### config.mk
export PLATFORM = sky130hd
export DESIGN_NAME = cpu_dm_axi_master
export DESIGN_NICKNAME = d
export VERILOG_FILES = /design/src/rtl/axi_pkg.sv /design/src/rtl/cpu_dm_axi_master.sv
export SDC_FILE = /design/constraint.sdc
export NUM_CORES = 1
export LEC_CHECK = 0
export CORE_MARGIN = 2
export CORE_UTILIZATION = 34
export DETAILED_ROUTE_END_ITERATION = 8
export PLACE_DENSITY = 0.78
export SETUP_SLACK_MARGIN = 0.15
export SYNTH_ARGS = -nofsm -noshare
export SYNTH_HDL_FRONTEND = slang
export SYNTH_SLANG_ARGS = --single-unit
export TNS_END_PERCENT = 5
### constraint.sdc
create_clock -name clk -period 3.7 [get_ports clk]
set_input_delay 1.11 -clock clk [delete_from_list [all_inputs] [get_ports clk]]
set_output_delay 1.11 -clock clk [all_outputs]
set_load 0.02 [all_outputs]
### src/rtl/axi_pkg.sv
// Shared AXI4 encodings and the DM-to-AXI bridge state type.
package axi_pkg;

    localparam logic [1:0] BURST_INCR  = 2'b01;
    localparam logic [2:0] SIZE_4B     = 3'b010;
    localparam logic [1:0] RESP_OKAY   = 2'b00;
    localparam logic [1:0] RESP_SLVERR = 2'b10;
    localparam logic [1:0] RESP_DECERR = 2'b11;

    typedef enum logic [2:0] {
        S_IDLE,
        S_RD_ADDR,
        S_RD_DATA,
        S_WR_ADDR,
        S_WR_DATA,
        S_WR_RESP,
        S_DONE
    } dm_state_e;

endpackage

### src/rtl/cpu_dm_axi_master.sv
// Bridges the core's SRAM-style data-memory port to single-beat AXI4 reads/writes,
// stalling the core until each transaction's response has been taken.
module cpu_dm_axi_master
    import axi_pkg::*;
#(
    parameter int                    ID_WIDTH   = 4,
    parameter logic [ID_WIDTH-1:0]   MASTER_ID  = ID_WIDTH'(1),
    parameter int                    ADDR_WIDTH = 32,
    parameter int                    DATA_WIDTH = 32
) (
    input  logic                    clk,
    input  logic                    rst,
    input  logic                    cpu_ceb,
    input  logic                    cpu_web,
    input  logic [DATA_WIDTH/8-1:0] cpu_bweb,
    input  logic [ADDR_WIDTH-1:0]   cpu_addr,
    input  logic [DATA_WIDTH-1:0]   cpu_wdata,
    output logic [DATA_WIDTH-1:0]   cpu_rdata,
    output logic                    cpu_stall,
    output logic                    resp_err,
    output logic [ID_WIDTH-1:0]     arid,
    output logic [ADDR_WIDTH-1:0]   araddr,
    output logic [7:0]              arlen,
    output logic [2:0]              arsize,
    output logic [1:0]              arburst,
    output logic                    arvalid,
    input  logic                    arready,
    input  logic [ID_WIDTH-1:0]     rid,
    input  logic [DATA_WIDTH-1:0]   rdata,
    input  logic [1:0]              rresp,
    input  logic                    rlast,
    input  logic                    rvalid,
    output logic                    rready,
    output logic [ID_WIDTH-1:0]     awid,
    output logic [ADDR_WIDTH-1:0]   awaddr,
    output logic [7:0]              awlen,
    output logic [2:0]              awsize,
    output logic [1:0]              awburst,
    output logic                    awvalid,
    input  logic                    awready,
    output logic [DATA_WIDTH-1:0]   wdata,
    output logic [DATA_WIDTH/8-1:0] wstrb,
    output logic                    wlast,
    output logic                    wvalid,
    input  logic                    wready,
    input  logic [ID_WIDTH-1:0]     bid,
    input  logic [1:0]              bresp,
    input  logic                    bvalid,
    output logic                    bready
);

    dm_state_e state, next_state;

    logic [ADDR_WIDTH-1:0]   addr_q;
    logic [DATA_WIDTH-1:0]   wdata_q;
    logic [DATA_WIDTH/8-1:0] strb_q;

    // Single-beat transfers: IDs, lengths and LAST are never inspected.
    logic unused_inputs;
    assign unused_inputs = ^{rid, bid, rlast};

    wire req = !cpu_ceb;

    always_ff @(posedge clk or posedge rst) begin
        if (rst) state <= S_IDLE;
        else     state <= next_state;
    end

    always_comb begin
        next_state = state;
        case (state)
            S_IDLE:    if (req) next_state = cpu_web ? S_RD_ADDR : S_WR_ADDR;
            S_RD_ADDR: if (arready) next_state = S_RD_DATA;
            S_RD_DATA: if (rvalid)  next_state = S_DONE;
            S_WR_ADDR: if (awready) next_state = S_WR_DATA;
            S_WR_DATA: if (wready)  next_state = S_WR_RESP;
            S_WR_RESP: if (bvalid)  next_state = S_DONE;
            S_DONE:    next_state = S_IDLE;
            default:   next_state = S_IDLE;
        endcase
    end

    // resp_err defaults low each cycle so a captured error shows only during DONE.
    always_ff @(posedge clk or posedge rst) begin
        if (rst) begin
            addr_q    <= '0;
            wdata_q   <= '0;
            strb_q    <= '0;
            cpu_rdata <= '0;
            resp_err  <= 1'b0;
        end else begin
            resp_err <= 1'b0;
            if (state == S_IDLE && req) begin
                addr_q  <= cpu_addr;
                wdata_q <= cpu_wdata;
                strb_q  <= ~cpu_bweb;
            end
            if (state == S_RD_DATA && rvalid) begin
                cpu_rdata <= rdata;
                resp_err  <= (rresp != RESP_OKAY);
            end
            if (state == S_WR_RESP && bvalid)
                resp_err <= (bresp != RESP_OKAY);
        end
    end

    // Valids decode straight from the state register, so they stay up until ready.
    assign arvalid = (state == S_RD_ADDR);
    assign rready  = (state == S_RD_DATA);
    assign awvalid = (state == S_WR_ADDR);
    assign wvalid  = (state == S_WR_DATA);
    assign bready  = (state == S_WR_RESP);

    assign arid    = MASTER_ID;
    assign araddr  = addr_q;
    assign arlen   = 8'd0;
    assign arsize  = SIZE_4B;
    assign arburst = BURST_INCR;
    assign awid    = MASTER_ID;
    assign awaddr  = addr_q;
    assign awlen   = 8'd0;
    assign awsize  = SIZE_4B;
    assign awburst = BURST_INCR;
    assign wdata   = wdata_q;
    assign wstrb   = strb_q;
    assign wlast   = wvalid;

    assign cpu_stall = (state == S_IDLE && req) || (state != S_IDLE && state != S_DONE);

endmodule

---- Word-level counts from Yosys, hierarchy flattened ----
Index checks and enable logic that the tools add are counted.
storage, ports and cells
  bits in registers ....................... 104
  output and inout bits ................... 174
  logic and storage cells ................. 40
cells by class
  eq/ne operators ......................... 12
  muxes and demuxes ....................... 10
  bitwise logic cells ..................... 1
  reduce and logical (&&, ||, !) cells .... 11
operators by type and width
  operator            number
  $mux 3              6
  $pmux 3 s6          1
  $eq 3x2->1 const B  2
  $eq 3x3->1 const B  2
  $ne 2x1->1 const B  3
  $ne 2x2->1 const B  3
  $reduce_and 6->1    1
  $logic_and 1x1->1   4
  $not 4->4           1
  $reduce_bool 2->1   2
  $eq 3x1->1 const B  1
  $logic_not 3->1     1
  $ne 3x3->1 const B  1
  $reduce_bool 3->1   1
  $mux 1              2
  $mux 2              1
  $logic_not 1->1     1
  $logic_or 1x1->1    1

---- Longest topological paths before layout ----
Gate-level depths: netlist (run 1).
  depth after elaboration ................. 4
  gate-level depth with buffers ........... 7

---- Worst setup path before layout (run 1) ----
OpenSTA, ideal clock, no wires.
  kind .................................... input to output
  start point ............................. input cpu_ceb
  end point ............................... output cpu_stall
  arrival time ............................ 1.342 ns
  data required time ...................... 2.590 ns
  path slack .............................. 1.248 ns
  stages .................................. 3
  path buffers ............................ 0
  cells stage by stage .................... nand2_1 > nand2_1 > nand2_1
between the ends
  cells in the longest elaborated chain, start to end .. 3
ends and longest elaborated chain
  element            RTL line                  text
  start, declared    cpu_dm_axi_master.sv:13   input logic cpu_ceb,
  $logic_not 1->1    cpu_dm_axi_master.sv:62   wire req = !cpu_ceb;
  $logic_and 1x1->1  cpu_dm_axi_master.sv:128  assign cpu_stall = (state == S_IDLE && req) || (state != S_IDLE && state != S_DONE);
  $logic_or 1x1->1   cpu_dm_axi_master.sv:128
  end, declared      cpu_dm_axi_master.sv:19   output logic cpu_stall,
Every way passes these cells.

---- Final worst setup path (run 1) ----
Ends and elaborated chain as after synthesis.

==> results of run 1 <==
-- critical path, cell delays in order --
cell             delay (ns)
clkdlybuf4s50_1        0.42
nand2_1                0.06
nand2_1                0.04
nand2_1                0.06
clkdlybuf4s50_1        0.59
-- flip-flops by register name (all words and copies together) (netlist names) --
name       cells
cpu_rdata     32
wstrb          4
araddr        32
resp_err       1
state          3
wdata         32
-- layer usage --
layer | global-route usage | up-vias | routed length, um
met5 | 0 | - | 0
met4 | 0.0647 | 0 | 241
met3 | 0.0335 | 14 | 792
met2 | 0.278 | 136 | 6270
met1 | 0.187 | 1727 | 4800
li1 | - | 1768 | -
-- per-stage QoR --
step	hold WS [ns]	power, mW	instances	utilization
after floorplan	0.577	4.13	493	-
after detailed placement	0.461	5.56	845	0.507
final	0.474	6.48	861	0.529
after global placement	0.456	5.49	845	0.507
after CTS	0.478	6.57	861	0.529
after global routing	0.500	6.89	861	0.529
-- placed cells by master, fill, tap and decap left out --
cell	instances
clkbuf_16	9
nand2_1	201
mux2_1	7
ha_1	1
nor2_1	3
a211oi_1	2
or4_4	1
o41ai_1	1
a31o_2	1
buf_4	7
clkbuf_8	2
o31ai_1	1
clkinv_4	2
clkinvlp_4	1
nor3b_2	1
nor4_4	1
buf_12	1
or3_1	1
bufinv_16	1
dfrtp_1	104
clkdlybuf4s50_1	252
inv_1	3
clkbuf_1	1
nand3b_1	1
and2_2	1
nor3_1	3
mux2_4	24
and2_1	1
mux2_2	3
o21ai_0	2
o21ai_2	4
conb_1	34
a21oi_1	1
o211ai_1	1
nand2b_1	1
clkinv_2	1
-- cell type report --
class / instances / share of cell area
tap: 180 / 0.0308
clock buffer: 12 / 0.0350
multi-input combinational: 297 / 0.214
inverter: 4 / 0.00256
clock inverter: 4 / 0.00718
timing repair buffer: 260 / 0.354
sequential: 104 / 0.355
-- where the power goes --
| part | total [mW] | switching, mW | internal [mW] |
|---|---|---|---|
| Clock | 0.976 | 0.412 | 0.564 |
| Sequential | 2.02 | 0.348 | 1.67 |
| Combinational | 3.48 | 1.76 | 1.72 |
-- cells by family (layout without fill, tap and decap cells) --
kind of cell,Yosys count,count (layout),synth area share
and+or+nand+nor,215,215,0.179
DFF,104,104,0.542
buffers and inverters,92,280,0.156
muxes,34,34,0.0985
AOI/OAI and AO/OA,13,13,0.0203
other,2,34,0.00156
adders and majority gates,1,1,0.00261
-- worst min path at each step --
stage	startpoint	endpoint	slack, ns
3_3_place_gp	wdata[0]	wdata[0]	0.46
3_5_place_dp	wdata[27]	wdata[27]	0.46
6_report	wdata[16]	wdata[16]	0.47
4_1_cts	wdata[24]	wdata[24]	0.48
5_1_grt	wdata[27]	wdata[27]	0.50
2_1_floorplan	wdata[0]	wdata[0]	0.58
==> impl_metrics.ini, run 1 <==
[setup_path]
crit_start = cpu_ceb
worstReg2RegStart = state[1]
rr_endpoint = cpu_rdata[29]
cp.arrival_ns = 2.29
rr_worst_depth = 4
critPathCaptureType = primary output
critical_path.max_fanout = 2
worstSetupPathType = input pin to primary output
startpoint_type = input pin
reg2reg_slack_ns = 1.75
crit_required_ns = 2.59
endpoint = cpu_stall

[die]
row_count = 43
die-area_mm2 = 0.0151
die_x_um = 123
start_util = 0.347
die_y_um = 123
fp.coreArea_mm2 = 0.0138
pin_count = 296

[cells_and_area]
stdcell_area_mm2 = 0.00732
fillCellCount = 1246
drive_gt1_frac = 0.0881
seq_area_mm2 = 0.00260
diodes = 0
multi_input_area_mm2 = 0.00157
area_growth_pct = 52.4
nets = 799

[sta]
worstMarginPinSlew_ns = 0.822
finClkSkew_ns = 0.0109
setup_violations = 0
rsz0062_at_grt = no
period_share = 0.918
slew_viol_final = 0
hold_violations = 0
timing.fmax_ghz = 0.294
period_needed_ns = 3.40
relSlewSlack = 0.452
final.setup.tns_ns = 0
fin_ws_ns = 0.303

[route]
final_antenna_net_count = 0
dr.pass1.iters = 6
viasPerCell = 4.23
wl_per_cell_um = 14.1
drt_iter0_drc = 139
vias = 3645
drt_wl_total_um = 12100
drc = 0

[clock_network]
post_cts_buffers = 0
htree_levels = 3
cts_buffers = 9
cts_resized = 0
clock_latency_ns = 0.34
cts_sinks = 104
cts_hold_buf = 0
cts_buffer_depth = 2
root_buffer = clkbuf_16
path_clk_slew_ns = 0.07
cts_tree = built

[place]
place_congestion = 0.796
place_ws_ns = 0.294
place_area_mm2 = 0.00701
portBuffers = 252
dpl.hpwl_um = 9060

[global_route]
grt_pass1_wl_um = 18300
grt_max_degree = 73
grt_pass1_vias = 3530
grt_overflow_total = 0
grt_antenna_before_repair = 0
grt_use_total = 0.158

[power]
p_leak_nw = 3.41
ir_worst_vdd_v = 0.000361
p_per_area_mw_per_mm2 = 885

[yosys]
seq_area_frac_synth = 0.542
synth_top_cell_by_area = dfrtp_1
synthesis.area_mm2 = 0.00480
yosys.area.top_type_share = 0.542
yosysWarnings = 0
synthArstFlopShare = 1.00
syn_area_per_cell_um2 = 10.4
synth_area_leaders = dfrtp_1, nand2_1, buf_4
ys_top_cells_by_count = nand2_1, dfrtp_1, buf_4
yosysMostFrequentCell = nand2_1
synth_ff_type = dfrtp_1
synthCells = 461
ys_ff_latch = 104
synth_edf_count = 0
yosysUniqueCellTypes = 27

[hold_path]
min_path_cells = 2
min-delay-path-class = flip-flop to flip-flop

[job]
maxCapViolations = 0

[outcome]
status = complete, no violations
Note: power is estimated with default switching activity, not from simulation.
==> run 2, diff against run 1 <==
Settings changed: CTS_CLUSTER_DIAMETER from default to 200, MAX_ROUTING_LAYER from default to met4.
==> impl_metrics.ini, run 2 (synthesized netlist as in run 1, its figures left out) <==
[sta]
period_needed_ns = 3.40
relSlewSlack = 0.453
final.setup.tns_ns = 0
finClkSkew_ns = 0.0104
setup_violations = 0
hold_violations = 0
period_share = 0.918
slew_viol_final = 0
fin_hold_ws_ns = 0.474
rsz0062_at_grt = no
worstMarginPinSlew_ns = 0.820
timing.fmax_ghz = 0.294

[cells_and_area]
fin_util = 0.529
nets = 799
area_growth_pct = 52.4
fillCellCount = 1246
diodes = 0
drive_gt1_frac = 0.0881
final_common_cell = clkdlybuf4s50_1
mostFrequentLayoutCells = clkdlybuf4s50_1, nand2_1, dfrtp_1, conb_1, mux2_4

[global_route]
grt_pass1_wl_um = 18300
grt_max_degree = 73
grt_use_total = 0.163
grt_pass1_vias = 3524
grt_antenna_before_repair = 0
grt_overflow_total = 0

[hold_path]
min-delay-start = wdata[16]
min_path_cells = 2
hold_end = wdata[16]
min-delay-path-class = flip-flop to flip-flop

[clock_network]
cts_buffers = 9
cts_buffer_depth = 2
clock_latency_ns = 0.34
cts_sinks = 104
root_buffer = clkbuf_16
cts_tree = built
path_clk_slew_ns = 0.07
cts_resized = 0
post_cts_buffers = 0
cts_hold_buf = 0
htree_levels = 3

[route]
drc = 0
viasPerCell = 4.25
dr.pass1.iters = 6
drt_wl_total_um = 12100
wl_per_cell_um = 14.0
vias = 3663
drt_iter0_drc = 137
final_antenna_net_count = 0

[setup_path]
crit_required_ns = 2.59
startpoint_type = input pin
crit_start = cpu_ceb
critPathCaptureType = primary output
rr_worst_depth = 4
worstSetupPathType = input pin to primary output
rr_endpoint = cpu_rdata[14]
worstReg2RegStart = state[1]
cp.arrival_ns = 2.29
reg2reg_slack_ns = 1.76
critical_path.max_fanout = 2

[die]
die_x_um = 123
die-area_mm2 = 0.0151
start_util = 0.347
row_count = 43
pin_count = 296
fp.coreArea_mm2 = 0.0138
die_y_um = 123

[place]
place_congestion = 0.808
portBuffers = 252
dpl.hpwl_um = 9060

[power]
p_per_area_mw_per_mm2 = 885
ir_worst_vdd_v = 0.000360
p_leak_nw = 3.41

[job]
maxCapViolations = 0

[outcome]
status = complete, no violations
-- run 2: cell counts in the layout (fill, tap and decap cells not counted) --
No cell type changed its count.
-- run 2: where the power goes --
| group | total [mW] | internal (mW) | switching (mW) |
|---|---|---|---|
| Clock | 0.976 | 0.564 | 0.412 |
| Sequential | 2.02 | 1.67 | 0.347 |
| Combinational | 3.48 | 1.72 | 1.76 |
| Total | 6.48 | 3.96 | 2.52 |
-- run 2: how the worst max path moves through the flow --
stage	to	slack, ns
after floorplan	cpu_stall	1.25
after global placement	cpu_stall	0.29
after detailed placement	cpu_stall	0.29
after CTS	cpu_stall	0.29
after global routing	cpu_stall	0.22
final	cpu_stall	0.30
-- run 2: through the flow --
stage | setup WS (ns) | std cells | area, um2 | total power, mW
after floorplan | 1.25 | 493 | 4930 | 4.13
after global placement | 0.290 | 845 | 7010 | 5.49
after detailed placement | 0.294 | 845 | 7010 | 5.56
after CTS | 0.289 | 861 | 7320 | 6.57
after global routing | 0.218 | 861 | 7320 | 6.89
final | 0.303 | 861 | 7320 | 6.48
-- run 2: final cells by class --
type | count | area, um2 | share of cell area
clock inverter | 4 | 52.6 | 0.00718
tap | 180 | 225 | 0.0308
inverter | 4 | 18.8 | 0.00256
clock buffer | 12 | 256 | 0.0350
sequential | 104 | 2600 | 0.355
timing repair buffer | 260 | 2590 | 0.354
multi-input combinational | 297 | 1570 | 0.214
-- run 2: critical path: stages --
cell	delay [ns]
clkdlybuf4s50_1	0.42
nand2_1	0.06
nand2_1	0.04
nand2_1	0.06
clkdlybuf4s50_1	0.59
-- run 2: metal layers --
layer  wire [um]  up-vias  track usage
met1        4820     1742        0.191
met5           0        -            -
li1            -     1768            -
met3         761       14       0.0302
met4         240        0       0.0647
met2        6270      139        0.277
==> run 3, diff against run 2 <==
Settings changed: CTS_CLUSTER_DIAMETER 200 to 120.
==> results of run 3 <==
Final layout, timing and power as in run 2 (identical DEF).
==> edit, RTL diff (settings of run 3) <==
Encoding of `dm_state_e`: now one-hot (7 bits for 7 states).
--- a/src/rtl/axi_pkg.sv
+++ b/src/rtl/axi_pkg.sv
@@ -7,14 +7,14 @@
     localparam logic [1:0] RESP_SLVERR = 2'b10;
     localparam logic [1:0] RESP_DECERR = 2'b11;
 
-    typedef enum logic [2:0] {
-        S_IDLE,
-        S_RD_ADDR,
-        S_RD_DATA,
-        S_WR_ADDR,
-        S_WR_DATA,
-        S_WR_RESP,
-        S_DONE
+    typedef enum logic [6:0] {
+        S_IDLE    = 7'b0000001,
+        S_RD_ADDR = 7'b0000010,
+        S_RD_DATA = 7'b0000100,
+        S_WR_ADDR = 7'b0001000,
+        S_WR_DATA = 7'b0010000,
+        S_WR_RESP = 7'b0100000,
+        S_DONE    = 7'b1000000
     } dm_state_e;
 
 endpackage
Formal check against the unedited RTL: no difference found for any inputs over 10 cycles, from zero or initial values and one cycle with rst high; not proved beyond that.
==> edit against run 3 <==
  * Synthesized area grew 1.4%
  * Sequential cell count grew 4
  * Worst hold slack gained 0.020 ns
  * Routed wire length down 7.1%
  * Register-to-register slack got worse by 0.35 ns
  * Total power is 1.3% higher
  * Worst setup slack got worse by 0.14 ns
  * Final area grew 2.5%
  * Global-route usage is 1.6 points lower
  * Sequential power up 2%
  * Count of clock-buffer cells in the layout did not move
  * Clock power fell by 5.5%
  * Largest power group unchanged
==> edit: results (changes against run 3) <==
- The non-filler instance count after layout came to 752 (-13%).
* Worst rel slew slack: 60.1% (+15 points)
* Vias in the first global route: 3458 (-1.9%)
- Final HPWL from detailed placement: 8450 um (-6.8%)
* Total power: 6.56 mW (+1.3%)
- Detail-routed net length per standard cell: 14.9 um (+6.4%)
* Largest net degree at the start of global routing: 109 (+49%)
- Met1 track utilization from global routing: 17.5% (-1.7 points)
* Leakage power total: 3.33 nW (-2.5%)
* Buffer count excluding the clock tree in the final layout: 257 (-1.2%)
- Number of placed instances with taps included: 736 (-13%)
- Post-placement cell area: 0.00721 mm^2 (+2.9%)
- Most instantiated cells after synthesis: sky130_fd_sc_hd__dfrtp_1 (107), sky130_fd_sc_hd__buf_4 (67), sky130_fd_sc_hd__mux2_2 (67)
- The final weighted congestion in routability-driven placement came to 0.842 (+4.2%).
- Number of nets in the finished design: 689 (-14%)
* Met3 routed WL: 932 um (+22%)
- The arrival time reported for the critical path endpoint was 2.43 ns (+0.14 ns).
- Status: finished, final reports clean
- Number of non-clock inverters: 8 (+4)
* Global Route Usage Sum: 14.7% (-1.6 points)
* Distinct cell type count of the synthesized netlist: 32 (+19%)
- The synthesized-area fraction occupied by ao, oa, aoi and oai cells came to 2.41% (+0.38 points).
- Detailed-route wire length on metal 1: 4580 um (-5.0%)
- The DRC marker count from the first detailed-route iteration came to 115 (-16%).
* Post-Place Worst Slack: 0.161 ns (-0.133 ns)
- The fraction of power spent switching nets came to 36.6% (-2.2 points).
edit: changes by cell type in the layout (fill, tap and decap cells not counted), sizes merged, moves of 4 or more:
| cell | delta |
|---|---|
| nor2 | +5 |
| mux2 | +62 |
| nand2 | -195 |
| o22ai | +4 |
| inv | +4 |
| nand3 | +7 |
edit: worst max-delay path, delay by kind of cell:
family,cells,cell delay (ns)
and+or+nand+nor,2,0.17
buffers and inverters,2,1.07
AOI/OAI and AO/OA,1,0.08
edit: worst paths after layout:
path	slack (ns)	end	from	depth (start not counted)
max	0.16	cpu_stall	cpu_ceb	5
min	0.49	wstrb[2]	wstrb[2]	2
max reg2reg	1.41	cpu_rdata[20]	state[1]	5
min reg2reg	0.49	wstrb[2]	wstrb[2]	2
max in group asynchronous	1.99	state[5]	rst	3
min in group asynchronous	1.26	araddr[30]	rst	3
edit: cells by family after synthesis:
logic type / Yosys count
buffers and inverters: 87
muxes: 96
DFF: 108
other: 2
and+or+nand+nor: 34
xor gates and xnor gates: 1
AOI/OAI and AO/OA: 18
